--- config.mk ---
export PLATFORM = sky130hd
export DESIGN_NAME = uart_reg_arbiter
export DESIGN_NICKNAME = d
export VERILOG_FILES = /design/src/rtl/uart_reg_arbiter.sv
export SDC_FILE = /design/constraint.sdc
export NUM_CORES = 1
export LEC_CHECK = 0
export BUFFER_PORTS_ARGS = -buffer_cell sky130_fd_sc_hd__buf_2
export CAP_MARGIN = 0
export CORE_UTILIZATION = 42
export CTS_CLUSTER_SIZE = 14
export DETAILED_ROUTE_END_ITERATION = 10
export PLACE_DENSITY = 0.75
export SLEW_MARGIN = 20
export SYNTH_ARGS = -nofsm -noshare
export SYNTH_HDL_FRONTEND = slang
export SYNTH_SLANG_ARGS = --single-unit
--- constraint.sdc ---
create_clock -name i_clk -period 1.5 [get_ports i_clk]
set_input_delay 0.075 -clock i_clk [delete_from_list [all_inputs] [get_ports i_clk]]
set_output_delay 0.075 -clock i_clk [all_outputs]
set_load 0.03 [all_outputs]
--- src/rtl/uart_reg_arbiter.sv ---
// uart_reg_arbiter: shares the UART register file between the UART command path (port 0)
// and the host bus (port 1). One access at a time; a write takes IDLE->ACCESS->DONE and a read
// takes IDLE->ACCESS->CAPTURE->DONE. Every output is driven straight from a flop.
//
// Ports:
//   i_clk, i_rst_n           clock, asynchronous active-low reset
//   i_req_k/i_we_k           request (held until ack) and write-enable, k = 0, 1
//   i_addr_k/i_wdata_k       register address and write data
//   o_ack_k/o_rdata_k        one-cycle completion pulse, read data valid with the ack
//   o_rd_req/o_wr_req        one-cycle register-file strobes
//   o_rwaddr/o_write_reg     address and write data of the current (or last) access
//   i_read_reg               register-file read data, valid the cycle after o_rd_req
//   o_fifo_fetch             pulse with the ack of a read of UART_DOUTH_OFFSET
//   o_busy                   high whenever the FSM is not idle
//
// Build option: define UART_ARB_ROUND_ROBIN_EN for round-robin tie breaking. Without it,
// port 0 always wins a tie.

package uart_pkg;
  typedef logic [2:0] reg_rwaddr;
  localparam reg_rwaddr UART_DOUTH_OFFSET = 3'd4;
endpackage

module uart_reg_arbiter
  import uart_pkg::*;
(
  input  logic       i_clk,
  input  logic       i_rst_n,
  input  logic       i_req_0,
  input  logic       i_we_0,
  input  reg_rwaddr  i_addr_0,
  input  logic [7:0] i_wdata_0,
  output logic       o_ack_0,
  output logic [7:0] o_rdata_0,
  input  logic       i_req_1,
  input  logic       i_we_1,
  input  reg_rwaddr  i_addr_1,
  input  logic [7:0] i_wdata_1,
  output logic       o_ack_1,
  output logic [7:0] o_rdata_1,
  output logic       o_rd_req,
  output logic       o_wr_req,
  output reg_rwaddr  o_rwaddr,
  output logic [7:0] o_write_reg,
  input  logic [7:0] i_read_reg,
  output logic       o_fifo_fetch,
  output logic       o_busy
);

  typedef enum logic [1:0] {StIdle, StAccess, StCapture, StDone} state_e;

  state_e     state_q, state_d;
  logic       win_q, win_d;      // 1 = port 1 owns the current access
  logic       we_q, we_d;
  reg_rwaddr  addr_q, addr_d;
  logic [7:0] wdata_q, wdata_d;
  logic       rd_req_q, rd_req_d;
  logic       wr_req_q, wr_req_d;
  logic       ack0_q, ack0_d;
  logic       ack1_q, ack1_d;
  logic [7:0] rdata0_q, rdata0_d;
  logic [7:0] rdata1_q, rdata1_d;
  logic       fetch_q, fetch_d;
  logic       busy_q, busy_d;
  logic       grant1;

`ifdef UART_ARB_ROUND_ROBIN_EN
  logic last_q, last_d;        // port granted most recently; resets to 1 so port 0 wins first

  always_comb begin
    grant1 = i_req_1;
    if (i_req_0 && i_req_1) grant1 = !last_q;
  end
`else
  always_comb begin
    grant1 = !i_req_0;
  end
`endif

  always_comb begin
    state_d  = state_q;
    win_d    = win_q;
    we_d     = we_q;
    addr_d   = addr_q;
    wdata_d  = wdata_q;
    rd_req_d = 1'b0;
    wr_req_d = 1'b0;
    ack0_d   = 1'b0;
    ack1_d   = 1'b0;
    rdata0_d = rdata0_q;
    rdata1_d = rdata1_q;
    fetch_d  = 1'b0;
`ifdef UART_ARB_ROUND_ROBIN_EN
    last_d   = last_q;
`endif
    unique case (state_q)
      StIdle: begin
        if (i_req_0 || i_req_1) begin
          win_d    = grant1;
          we_d     = grant1 ? i_we_1    : i_we_0;
          addr_d   = grant1 ? i_addr_1  : i_addr_0;
          wdata_d  = grant1 ? i_wdata_1 : i_wdata_0;
          // Strobes are registered, so they are set on the edge entering ACCESS.
          rd_req_d = !we_d;
          wr_req_d = we_d;
          state_d  = StAccess;
        end
      end
      StAccess: begin
        if (we_q) begin
          ack0_d  = !win_q;
          ack1_d  = win_q;
          state_d = StDone;
        end else begin
          state_d = StCapture;
        end
      end
      StCapture: begin
        if (win_q) rdata1_d = i_read_reg;
        else       rdata0_d = i_read_reg;
        ack0_d  = !win_q;
        ack1_d  = win_q;
        fetch_d = (addr_q == UART_DOUTH_OFFSET);
        state_d = StDone;
      end
      StDone: begin
`ifdef UART_ARB_ROUND_ROBIN_EN
        last_d  = win_q;
`endif
        state_d = StIdle;
      end
      default: state_d = StIdle;
    endcase
    busy_d = (state_d != StIdle);
  end

  always_ff @(posedge i_clk or negedge i_rst_n) begin
    if (!i_rst_n) begin
      state_q  <= StIdle;
      win_q    <= 1'b0;
      we_q     <= 1'b0;
      addr_q   <= '0;
      wdata_q  <= 8'h00;
      rd_req_q <= 1'b0;
      wr_req_q <= 1'b0;
      ack0_q   <= 1'b0;
      ack1_q   <= 1'b0;
      rdata0_q <= 8'h00;
      rdata1_q <= 8'h00;
      fetch_q  <= 1'b0;
      busy_q   <= 1'b0;
`ifdef UART_ARB_ROUND_ROBIN_EN
      last_q   <= 1'b1;
`endif
    end else begin
      state_q  <= state_d;
      win_q    <= win_d;
      we_q     <= we_d;
      addr_q   <= addr_d;
      wdata_q  <= wdata_d;
      rd_req_q <= rd_req_d;
      wr_req_q <= wr_req_d;
      ack0_q   <= ack0_d;
      ack1_q   <= ack1_d;
      rdata0_q <= rdata0_d;
      rdata1_q <= rdata1_d;
      fetch_q  <= fetch_d;
      busy_q   <= busy_d;
`ifdef UART_ARB_ROUND_ROBIN_EN
      last_q   <= last_d;
`endif
    end
  end

  assign o_ack_0      = ack0_q;
  assign o_ack_1      = ack1_q;
  assign o_rdata_0    = rdata0_q;
  assign o_rdata_1    = rdata1_q;
  assign o_rd_req     = rd_req_q;
  assign o_wr_req     = wr_req_q;
  assign o_rwaddr     = addr_q;
  assign o_write_reg  = wdata_q;
  assign o_fifo_fetch = fetch_q;
  assign o_busy       = busy_q;

endmodule

# After elaboration in Yosys (flattened, before gate mapping)
# Cells that the tools add are included.
# word_totals
word_cells	42
in_bits	36
out_inout_bits	33
register_bits	37
# op_classes
mux	15
n_reduce_logical	9
n_bitwise	1
n_eq_ne	4
# ops
op	n
2-to-1 mux 1 bit	9
2-to-1 mux 8 bit	1
one-hot mux 2 bit (4 select lines)	1
AND reduction 2 bit	3
equality test 2 bit (second input constant)	2
one-hot mux 1 bit (2 select lines)	2
equality test 3 bit (second input constant)	1
zero test 1 bit	3
2-to-1 mux 3 bit	1
equality test 2 x 1 -> 1 bit (second input constant)	1
zero test 2 bit	1
2-to-1 mux 2 bit	1
nonzero test 2 bit	1
logical OR 1 bit	1
inverter 1 bit	1

# Longest topological paths before layout
# depth
ltp_word	4
mapped_depth	5

# Least setup slack after synthesis
# OpenSTA, ideal clock, no wires.
# synth_path
path_kind	register to register
start	register state_q[0]
end	register rdata0_q[0] (netlist: o_rdata_0[0])
path_buffers	1
path_stages_with_launch	6
t_arrival_ps	1280
setup_ps	125
path_slack_ps	95
path_cell_list	dfrtp_1 -> inv_1 -> ha_1 -> nor2b_1 -> buf_2 -> mux2_2
# synth_via
elab_chain_len	2
# synth_lines
item	line_no	text
start, declared	52	state_e state_q, state_d;
start signal, assigned	139	state_q <= StIdle;
start signal, assigned	156	state_q <= state_d;
equality test 2 bit	96	unique case (state_q)
AND reduction 2 bit (no line)	n/a	
end signal, assigned	165	rdata0_q <= rdata0_d;
end, declared	61	logic [7:0] rdata0_q, rdata0_d;
# No other way between the ends.
# A chain may end at the register's enable or synchronous reset.

# Worst setup path after layout
# layout_path
start	register state_q[0]
end	register rdata0_q[5] (netlist: o_rdata_0[5])
# Same word-level chain as after synthesis.

==> out/results.tsv <==
metric	value	unit
status	complete, no violations	
final_max_slew_viol_count	0	
powerDensity	2325	nW/um^2
cts-root-buf	clkbuf_8	
die_width	63.80	um
drtAntennaViolNets	0	
cts_buffers	5	
seqPwrFrac	36.0	%
core_area	3661	um^2
drtIter0Drc	25	
drv_cap	0	
ys.warnings.count	0	
start_kind	flop	
finalClockSkew	8.915	ps
worstHoldStart	i_read_reg[7]	
synth_cell_types	19	
route.detailed.drc	0	
grt_overflow_total	0	
period_share	95.65	%
synthFlopType	dfrtp_1	
synth_edf_count	0	
die_area	4070	um^2
fmax	697.0	MHz
viasPerCell	4.762	
clk_pin_slew_worst_paths	70	ps
p_leak	0.001054	uW
h-tree-depth	2	
finalHoldViolCount	0	
grt_pass1_vias	1037	
drive_gt1_share	66.48	%
final_net_count	217	
diodes	0	
p_comb_share	50.7	%
syn_nets	141	
dp_hpwl	2068	um
endpoint_kind	flop	
clk_latency	290	ps
tns	0	ps
place_area	1972	um^2
utilization	56.87	%
async_reset_ff_share	100.0	%
portBuffers	68	
synthTopCellsByCount	37 x dfrtp_1, 31 x mux2_2, 7 x mux2_4	
swShare	42.01	%
dr.pass1.iters	3	
std_cell_rows	22	
syn_avg_cell_area	15.73	um^2
area_growth	29.80	%
ys_ff_latch	37	
cts_tree	done	
finalPower	4840	uW
die_h	63.80	um
critPathKind	flop to flop	
track_usage	15.84	%
layout_min_cycle_time	1435	ps
yosysSeqAreaShare	57.72	%
post-synth-top-count-cell	dfrtp_1	
setup_violations	0	
clkPwrFrac	13.3	%
worst_pin_slew	798.4	ps
synth_top_area_cell	dfrtp_1	
antenna_found_initial	0	
drt-total-wl	2825	um
postSynthCellCount	102	
path_max_fanout	8	
pin_count	69	
gp_congestion	0.8096	
routedWlPerCell	12.44	um
required	1670	ps
initial_core_util	43.81	%
arrival	1600	ps
synth_top_cell_area_share	57.72	%
hold_slack	32.90	ps
vias	1081	
grt_max_degree	38	
cts_buffer_depth	2	
cts_sinks	37	
synthesis.area	1604	um^2
critPathLaunch	state_q[0]$_DFF_PN0_	
grt_pass1_wl	4774	um
slew_headroom	46.78	%
p_sw	2034	uW
synth.area.top_cells	dfrtp_1 58%, mux2_2 22%, mux2_4 6.6%, ha_1 2.3%, mux2i_1 1.9%	
vdd_ir_drop_max	1.114	mV
min_path_type	input pin to flop	
intPower	2807	uW
fin_area	2082	um^2
crit-reg2reg-launch	state_q[0]$_DFF_PN0_	
## critical path, cell delays in order, from the launching register on
cell     delay [ps]
dfrtp_1         410
inv_2            70
ha_2            190
nor2b_1         130
buf_4           180
mux2_2          340
## final timing paths
check,endpoint,slack (ps),cells past startpoint
hold / removal,o_rdata_1[7]$_DFFE_PN0P_,30,2
max in group asynchronous,o_rdata_1[3]$_DFFE_PN0P_,590,2
min in group asynchronous,win_q$_DFFE_PN0P_,410,2
setup reg to reg,o_rdata_0[5]$_DFFE_PN0P_,70,5
setup / recovery,o_rdata_0[5]$_DFFE_PN0P_,70,5
hold reg to reg,o_fifo_fetch$_DFF_PN0_,480,1
## stage by stage
stage | setup slack (ps) | instances
floorplan | 95.43 | 102
global placement | 106.0 | 216
detailed placement | 39.18 | 216
CTS | 19.12 | 225
global route | -18.65 | 227
finish | 65.21 | 227
## routing by layer
metal / wire (um) / GRT usage (%) / up-vias
met3: 267 / 5.357 / 7
li1: - / - / 512
met5: 0 / 0 / -
met2: 1261 / 24.60 / 62
met4: 82 / 8.523 / 0
met1: 1213 / 19.34 / 500
## power groups by stage
stage / Combinational (uW) / Sequential [uW] / Clock, uW
after floorplan: 904 / 2590 / 0
after CTS: 2430 / 1740 / 673
after detailed placement: 2430 / 1750 / 0
after global routing: 2620 / 1810 / 717
final: 2450 / 1740 / 646
after global placement: 2370 / 1730 / 0
## area by class of cell
cell class	instances	area (um^2)
inverter	4	15.01
timing repair buffer	73	380.4
tap	48	60.06
multi-input combinational	57	620.6
clock buffer	8	80.08
fill	296	1579
sequential	37	925.9
## kinds of logic (layout without fill, tap and decap cells)
kind of cell / count (synthesis) / after routing / synth area share (%)
AND/OR/NAND/NOR: 9 / 9 / 3.588
flip-flops: 37 / 37 / 57.72
adder cells (fa/ha/maj): 3 / 3 / 2.340
AO/OA/AOI/OAI: 4 / 4 / 2.262
buffers and inverters: 8 / 85 / 3.900
multiplexers: 41 / 41 / 30.19
## cell usage in the layout (no fill, tap or decap), types with 2 or more instances in the layout
| cell type | synthesis | layout |
|---|---|---|
| buf_2 | 1 | 68 |
| buf_4 | 0 | 4 |
| clkbuf_1 | 0 | 3 |
| clkbuf_8 | 0 | 5 |
| dfrtp_1 | 37 | 37 |
| ha_1 | 3 | 2 |
| inv_1 | 4 | 3 |
| mux2_2 | 31 | 31 |
| mux2_4 | 7 | 7 |
| mux2i_1 | 3 | 3 |
| nor2_1 | 2 | 2 |
| nor2b_1 | 2 | 2 |
| nor3b_1 | 2 | 2 |
## what timing repair did
action,in CTS,in global routing
endpoints found under the hold margin,37,0
buffers inserted,0,2
setup endpoints to repair,0,21
hold buffers,1,0
gates resized for setup,0,3
(Power assumes the default switching activity.)
